File: config.mk
export PLATFORM = sky130hd
export DESIGN_NAME = exp_neg_interp
export DESIGN_NICKNAME = d
export VERILOG_FILES = /design/src/rtl/bs_exp_pkg.sv /design/src/rtl/exp_interp_mac.sv /design/src/rtl/exp_neg_interp.sv
export SDC_FILE = /design/constraint.sdc
export NUM_CORES = 1
export LEC_CHECK = 0
export ABC_AREA = 1
export BUFFER_PORTS_ARGS = -buffer_cell sky130_fd_sc_hd__buf_2
export CAP_MARGIN = 10
export CORE_MARGIN = 5
export CORE_UTILIZATION = 51
export CTS_BUF_LIST = sky130_fd_sc_hd__clkbuf_2
export DETAILED_ROUTE_END_ITERATION = 6
export PLACE_DENSITY = 0.87
export SYNTH_ARGS = -nofsm -noshare
export SYNTH_HDL_FRONTEND = slang
export SYNTH_HIERARCHICAL = 1
export SYNTH_SLANG_ARGS = --single-unit
File: constraint.sdc
create_clock -name clk -period 2.68 [get_ports clk]
set_input_delay 0.134 -clock clk [delete_from_list [all_inputs] [get_ports clk]]
set_output_delay 0.134 -clock clk [all_outputs]
set_load 0.005 [all_outputs]
File: src/rtl/bs_exp_pkg.sv
// Shared widths, constants and FSM encoding for the exp(-x) table front end.
package bs_exp_pkg;

  localparam int EXP_ADDR_W   = 10;
  localparam int EXP_LAST_IDX = 512;
  localparam int EXP_FRAC_W   = 6;
  localparam int EXP_X_W      = 16;
  localparam int EXP_Y_W      = 16;
  localparam int EXP_D_W      = EXP_Y_W + EXP_FRAC_W + 1;

  localparam logic [EXP_Y_W-1:0] EXP_ONE = 16'h4000;

  typedef enum logic [2:0] {
    IDLE,
    RD0,
    RD1,
    MUL,
    OUT
  } exp_state_t;

endpackage

File: src/rtl/exp_interp_mac.sv
// Registered interpolation term d = (y0 - y1) * f + 32; d[22:6] is the rounded
// correction subtracted from y0. Instantiated only when EXP_NEG_INTERP_EN is defined.
module exp_interp_mac
  import bs_exp_pkg::*;
(
  input  logic                  clk,
  input  logic                  rst_n,
  input  logic                  load,
  input  logic [EXP_Y_W-1:0]    y0,
  input  logic [EXP_Y_W-1:0]    y1,
  input  logic [EXP_FRAC_W-1:0] f,
  output logic [EXP_D_W-1:0]    d
);

  // The table is monotonic decreasing, so y0 - y1 never wraps.
  logic [EXP_Y_W-1:0] diff;
  assign diff = y0 - y1;

  always_ff @(posedge clk) begin
    if (!rst_n) begin
      d <= '0;
    end else if (load) begin
      d <= EXP_D_W'(diff) * EXP_D_W'(f) + EXP_D_W'(32);
    end
  end

endmodule

File: src/rtl/exp_neg_interp.sv
// exp(-x) table front end: Q4.12 argument in, Q2.14 result out over valid/ready.
// Define EXP_NEG_INTERP_EN for linear interpolation; otherwise nearest-entry lookup.
module exp_neg_interp
  import bs_exp_pkg::*;
(
  input  logic                  clk,
  input  logic                  rst_n,
  input  logic                  in_valid,
  output logic                  in_ready,
  input  logic [EXP_X_W-1:0]    x_in,
  output logic [EXP_ADDR_W-1:0] rom_addr,
  input  logic [EXP_Y_W-1:0]    rom_data,
  output logic                  out_valid,
  input  logic                  out_ready,
  output logic [EXP_Y_W-1:0]    y_out
);

  localparam logic [EXP_ADDR_W-1:0] LAST_ADDR = EXP_ADDR_W'(EXP_LAST_IDX);

  exp_state_t            state, state_next;
  logic [EXP_ADDR_W-1:0] idx, idx_in;

`ifdef EXP_NEG_INTERP_EN
  logic [EXP_FRAC_W-1:0] f, f_in;
  logic [EXP_Y_W-1:0]    y0;
  logic [EXP_D_W-1:0]    d;

  // x >= 8.0 pins to the last entry with no fractional step.
  always_comb begin
    if (x_in[15]) begin
      idx_in = LAST_ADDR;
      f_in   = '0;
    end else begin
      idx_in = {1'b0, x_in[14:6]};
      f_in   = x_in[5:0];
    end
  end

  exp_interp_mac u_mac (
    .clk   (clk),
    .rst_n (rst_n),
    .load  (state == RD1),
    .y0    (y0),
    .y1    (rom_data),
    .f     (f),
    .d     (d)
  );
`else
  logic unused_frac;
  assign unused_frac = ^x_in[4:0];

  // Round to nearest entry; idx <= 511 here, so idx + 1 never passes the last entry.
  always_comb begin
    if (x_in[15]) begin
      idx_in = LAST_ADDR;
    end else begin
      idx_in = {1'b0, x_in[14:6]} + {{(EXP_ADDR_W-1){1'b0}}, x_in[5]};
    end
  end
`endif

  always_ff @(posedge clk) begin
    if (!rst_n) begin
      state <= IDLE;
      idx   <= '0;
      y_out <= '0;
`ifdef EXP_NEG_INTERP_EN
      f     <= '0;
      y0    <= '0;
`endif
    end else begin
      // NOTE: non-blocking assignments keep every register reading pre-edge values.
      state <= state_next;
      case (state)
        IDLE: if (in_valid) begin
          idx <= idx_in;
`ifdef EXP_NEG_INTERP_EN
          f   <= f_in;
`endif
        end
`ifdef EXP_NEG_INTERP_EN
        RD0: y0    <= rom_data;
        MUL: y_out <= y0 - EXP_Y_W'(d[EXP_D_W-1:EXP_FRAC_W]);
`else
        RD0: y_out <= rom_data;
`endif
        default: ;
      endcase
    end
  end

  always_comb begin
    // NOTE: every output gets a default first so no path infers a latch.
    state_next = state;
    in_ready   = 1'b0;
    out_valid  = 1'b0;
    rom_addr   = '0;
    case (state)
      IDLE: begin
        in_ready = rst_n;
        if (in_valid && rst_n) state_next = RD0;
      end
      RD0: begin
        rom_addr = idx;
`ifdef EXP_NEG_INTERP_EN
        state_next = RD1;
`else
        state_next = OUT;
`endif
      end
`ifdef EXP_NEG_INTERP_EN
      RD1: begin
        rom_addr   = (idx == LAST_ADDR) ? LAST_ADDR : idx + 1'b1;
        state_next = MUL;
      end
      MUL: state_next = OUT;
`endif
      OUT: begin
        out_valid = 1'b1;
        if (out_ready) state_next = IDLE;
      end
      default: state_next = IDLE;
    endcase
  end

endmodule
== Word level (Yosys, flattened, before mapping) ==
Index checks and enable logic that the tools add are counted.
Storage, ports and cells
  latch bits: 0
  memories kept: 0
  register bits: 29
  RAM bits: 0
  memory bits (read-only): 0
  output and inout bits: 28
  logic and storage cells: 19
Operators by class
  bitwise gates (word level): 0
  equal/unequal tests: 4
  reduce and logical (&&, ||, !) cells: 4
  add/subtract/negate cells: 1
  shift operators: 0
  multiplexer cells: 7
  $lt $le $gt $ge: 0
  div/mod/pow operators: 0
  multipliers: 0
Operator list (count)
  10-bit two-way mux: 2
  9-bit by 1-bit adder with 10-bit output: 1
  3-bit one-hot mux with 3 select lines: 1
  3-bit two-way mux: 2
  2-bit != test (second input constant): 2
  2-bit AND reduction: 2
  3-bit by 1-bit == test with 1-bit output (second input constant): 1
  3-bit == test (second input constant): 1
  3-bit zero test: 1
  1-bit two-way mux: 2
  1-bit logical AND: 1

== Logic depth before layout (Yosys ltp) ==
  depth after elaboration: 3
  mapped depth: 8

== Worst setup path after synthesis ==
Ideal clock, no wire load.
  path type: register -> output
  start point: register state[0]
  end point: output rom_addr[0]
  required time: 2.546 ns
  buffers on the path: 1
  setup slack: 1.691 ns
  arrival time: 0.855 ns
  stages on the path, launching flop included: 6
  cell sequence: dfxtp_1 -> inv_2 -> nor2_4 -> inv_4 -> buf_6 -> nor2_1
On the way
  longest elaborated chain between the ends: 2
RTL lines
  start, declared: RTL line exp_neg_interp.sv:20  | exp_state_t state, state_next;
  start signal, assigned: RTL line exp_neg_interp.sv:73  | state <= state_next;
  3-bit by 1-bit == test with 1-bit output: RTL line exp_neg_interp.sv:98  | case (state)
  10-bit two-way mux: RTL line exp_neg_interp.sv:98
  end, declared: RTL line exp_neg_interp.sv:11  | output logic [EXP_ADDR_W-1:0] rom_addr,
No other way between the ends.

== Worst setup path in the final report ==
  start point: register state[0]
  end point: output rom_addr[1]
The elaborated chain is that of the path after synthesis.

==> impl_metrics.yaml <==
outcome:
  status: "completed"
synth:
  yosys.area_share.xor_xnor_pct: 0.664
  synth-main-ff-cell: "dfxtp_1"
  synth-async-reset-ratio_pct: 0
  synthTopCellsByCount: "56 x nor2_1, 28 x dfxtp_1, 26 x nand2_1"
  synth_top_family_by_area: "simple AND/OR/NAND/NOR gates"
  avgSynthCellArea_sq_um: 7.14
  synth_edf_count: 0
  synthAdderAreaFrac_pct: 2.84
  ys_seq_area_share_pct: 42.5
  yosys.area.top_type_share_pct: 42.5
  synth_top_area_cell: "dfxtp_1"
  synth-seq-cells: 28
  synth_fp_nets: 224
  synth-compound-area-share_pct: 11.8
  syn_inst: 185
  yosysWarnings: 6
  yosys.area_share.simple_pct: 31.8
  synth_area_leaders: "dfxtp_1 42%, nor2_1 16%, nand2_1 7.4%"
  yosysMostFrequentCell: "nor2_1"
  muxShareOfSynthArea_pct: 0
  ys_types: 23
  synth_area_sq_um: 1320
clock_network:
  holdBufCountCts: 17
  tritoncts: "yes"
  cts_resized: 0
  path_clk_slew_ns: 0.27
  cts_sinks: 28
  cts_buffers: 3
  cts_buffer_depth: 2
  cts_root_buf: "clkbuf_2"
  cts_setup_buffers: 0
  clk_latency_ns: 0.37
  htree_num_levels: 1
critical_path:
  cp.arrival_ns: 1.61
  cpPeakStageDelay_ns: 0.41
  worst_r2r_path_depth: 5
  crit_chain: "inv_2, nor2_4, inv_4, nor2_1, buf_2"
  start_kind: "register"
  critical_path_class: "register to primary output"
  cp.required_ns: 2.55
  cp_max_fo: 27
  cp_slowest_cell: "dfxtp_1"
  worst_setup_path_end_kind: "primary output"
drt:
  postRouteAntennaNets: 0
  dr.first_iter.drc_count: 69
  routed_wl_um: 3370
  wire_per_inst_um: 11.7
  drc_errors: 0
  dr_total_vias: 1366
  viasPerCell: 4.74
  firstDrtPassIters: 4
grt:
  antenna_found_initial: 0
  overflow: 0
  grt_first_pass_wirelength_um: 5100
  first_global_vias: 1227
  grt_usage_pct: 18.3
  grt_start_max_net_pins: 28
power:
  power_frac_clock_pct: 29.1
  ir_worst_vdd_uv: 387
  leakagePower_nw: 0.907
  switchingPower_uw: 225
  powerDensity_nw_per_um2: 482
  comb_power_share_pct: 18.4
  p_int_uw: 647
  swShare_pct: 25.8
  seqPwrFrac_pct: 52.5
sta:
  maxSlewViolCount: 0
  rsz0062_at_grt: "no"
  finalHoldViolations: 0
  period_minus_slack_ns: 1.74
  clock_skew_ns: 0.0135
  setup_ws_ns: 0.940
  tns_ns: 0
  max_freq_mhz: 575
  fin_crit_sh_pct: 64.9
  worstMarginPinSlew_ns: 0.383
  setup_viol_count_final: 0
  relSlewSlack_pct: 74.4
final_layout:
  utilization_pct: 73.0
  nNetsFinal: 298
  fillers: 214
  drive_above_1_share_pct: 27.9
  n_antenna_cell: 0
  area_delta_synth_final_pct: 37.1
placed_design:
  gp_congestion: 0.917
  dpl.hpwl_um: 2230
  port_buffers: 58
  dp_slack_ns: 1.40
floorplanning:
  die_h_um: 60.9
  ios: 64
  rows: 18
  die_w_um: 60.9
  start_util_pct: 53.3
  dieArea_sq_um: 3710
  core_area_sq_um: 2480
worst_hold_path:
  hold_depth: 3
  hold_class: "primary input to register"
run:
  maxCapViolCount: 0
[power groups by stage]
stage	combinational, mW	clock (mW)	sequential (mW)
after floorplan	0.0831	0	0.466
after global placement	0.137	0	0.464
after detailed placement	0.140	0	0.465
after CTS	0.160	0.255	0.457
after global routing	0.180	0.270	0.462
final	0.160	0.254	0.458
[final timing paths]
| check | start | end | slack (ns) |
|---|---|---|---|
| setup / recovery | state[0] | rom_addr[1] | 0.94 |
| hold / removal | x_in[14] | idx[9] | 0.04 |
| setup reg to reg | state[0] | y_out[10] | 1.41 |
| hold reg to reg | idx[5] | idx[5] | 0.49 |
[worst max-delay path, delay by kind of cell (launching register included)]
family,cells,cell delay [ns]
and+or+nand+nor,2,0.43
buffers and inverters,3,0.39
DFF,1,0.41
[sequential cells by signal, summed over array words and instances, names as in the netlist]
| signal | cells |
|---|---|
| state | 2 |
| y_out | 16 |
| idx | 10 |
[layout make-up]
class                      count  area, sq um  share of cell area [%]
multi-input combinational    130          622                    34.4
sequential                    28          561                    31.0
timing repair buffer          75          460                    25.4
inverter                      21         83.8                    4.63
tap                           30         37.5                    2.07
clock inverter                 1         30.0                    1.66
clock buffer                   3         15.0                   0.830
[cell families after synthesis]
kind of cell	Yosys count
AOI/OAI and AO/OA	29
xor gates and xnor gates	1
adders and majority gates	3
buffers and inverters	27
DFF	28
and+or+nand+nor	97
[through the flow]
stage	power, mW	area (sq um)	instances	hold WS, ns
after detailed placement	0.605	1590	267	0.363
after CTS	0.872	1810	288	0.0298
after global routing	0.911	1810	288	0.0264
after global placement	0.601	1590	267	0.354
after floorplan	0.549	1320	185	0.269
final	0.872	1810	288	0.0445
[cell usage in the layout (no fill, tap or decap)]
master and count:
buf_2 58, nor2_1 56, dfxtp_1 28, nand2_1 26, inv_1 17, dlygate4sd3_1 17, o21ai_0 16, nand3_1 10
a21oi_1 8, ha_1 3, clkbuf_2 3, inv_2 2, inv_4 2, o21bai_1 2, nor2_4 1, nand3_4 1
nor2_2 1, nor2_8 1, nand2_2 1, xor2_1 1, a22oi_1 1, a21oi_2 1, o21ai_1 1, bufinv_16 1
[routing by layer]
| layer | GRT usage (%) | routed length, um |
|---|---|---|
| met5 | 0 | 0 |
| met4 | 8.98 | 73 |
| met3 | 2.98 | 153 |
| met2 | 33.1 | 1720 |
| met1 | 20.7 | 1420 |
Note: power is estimated with default switching activity, not from simulation.
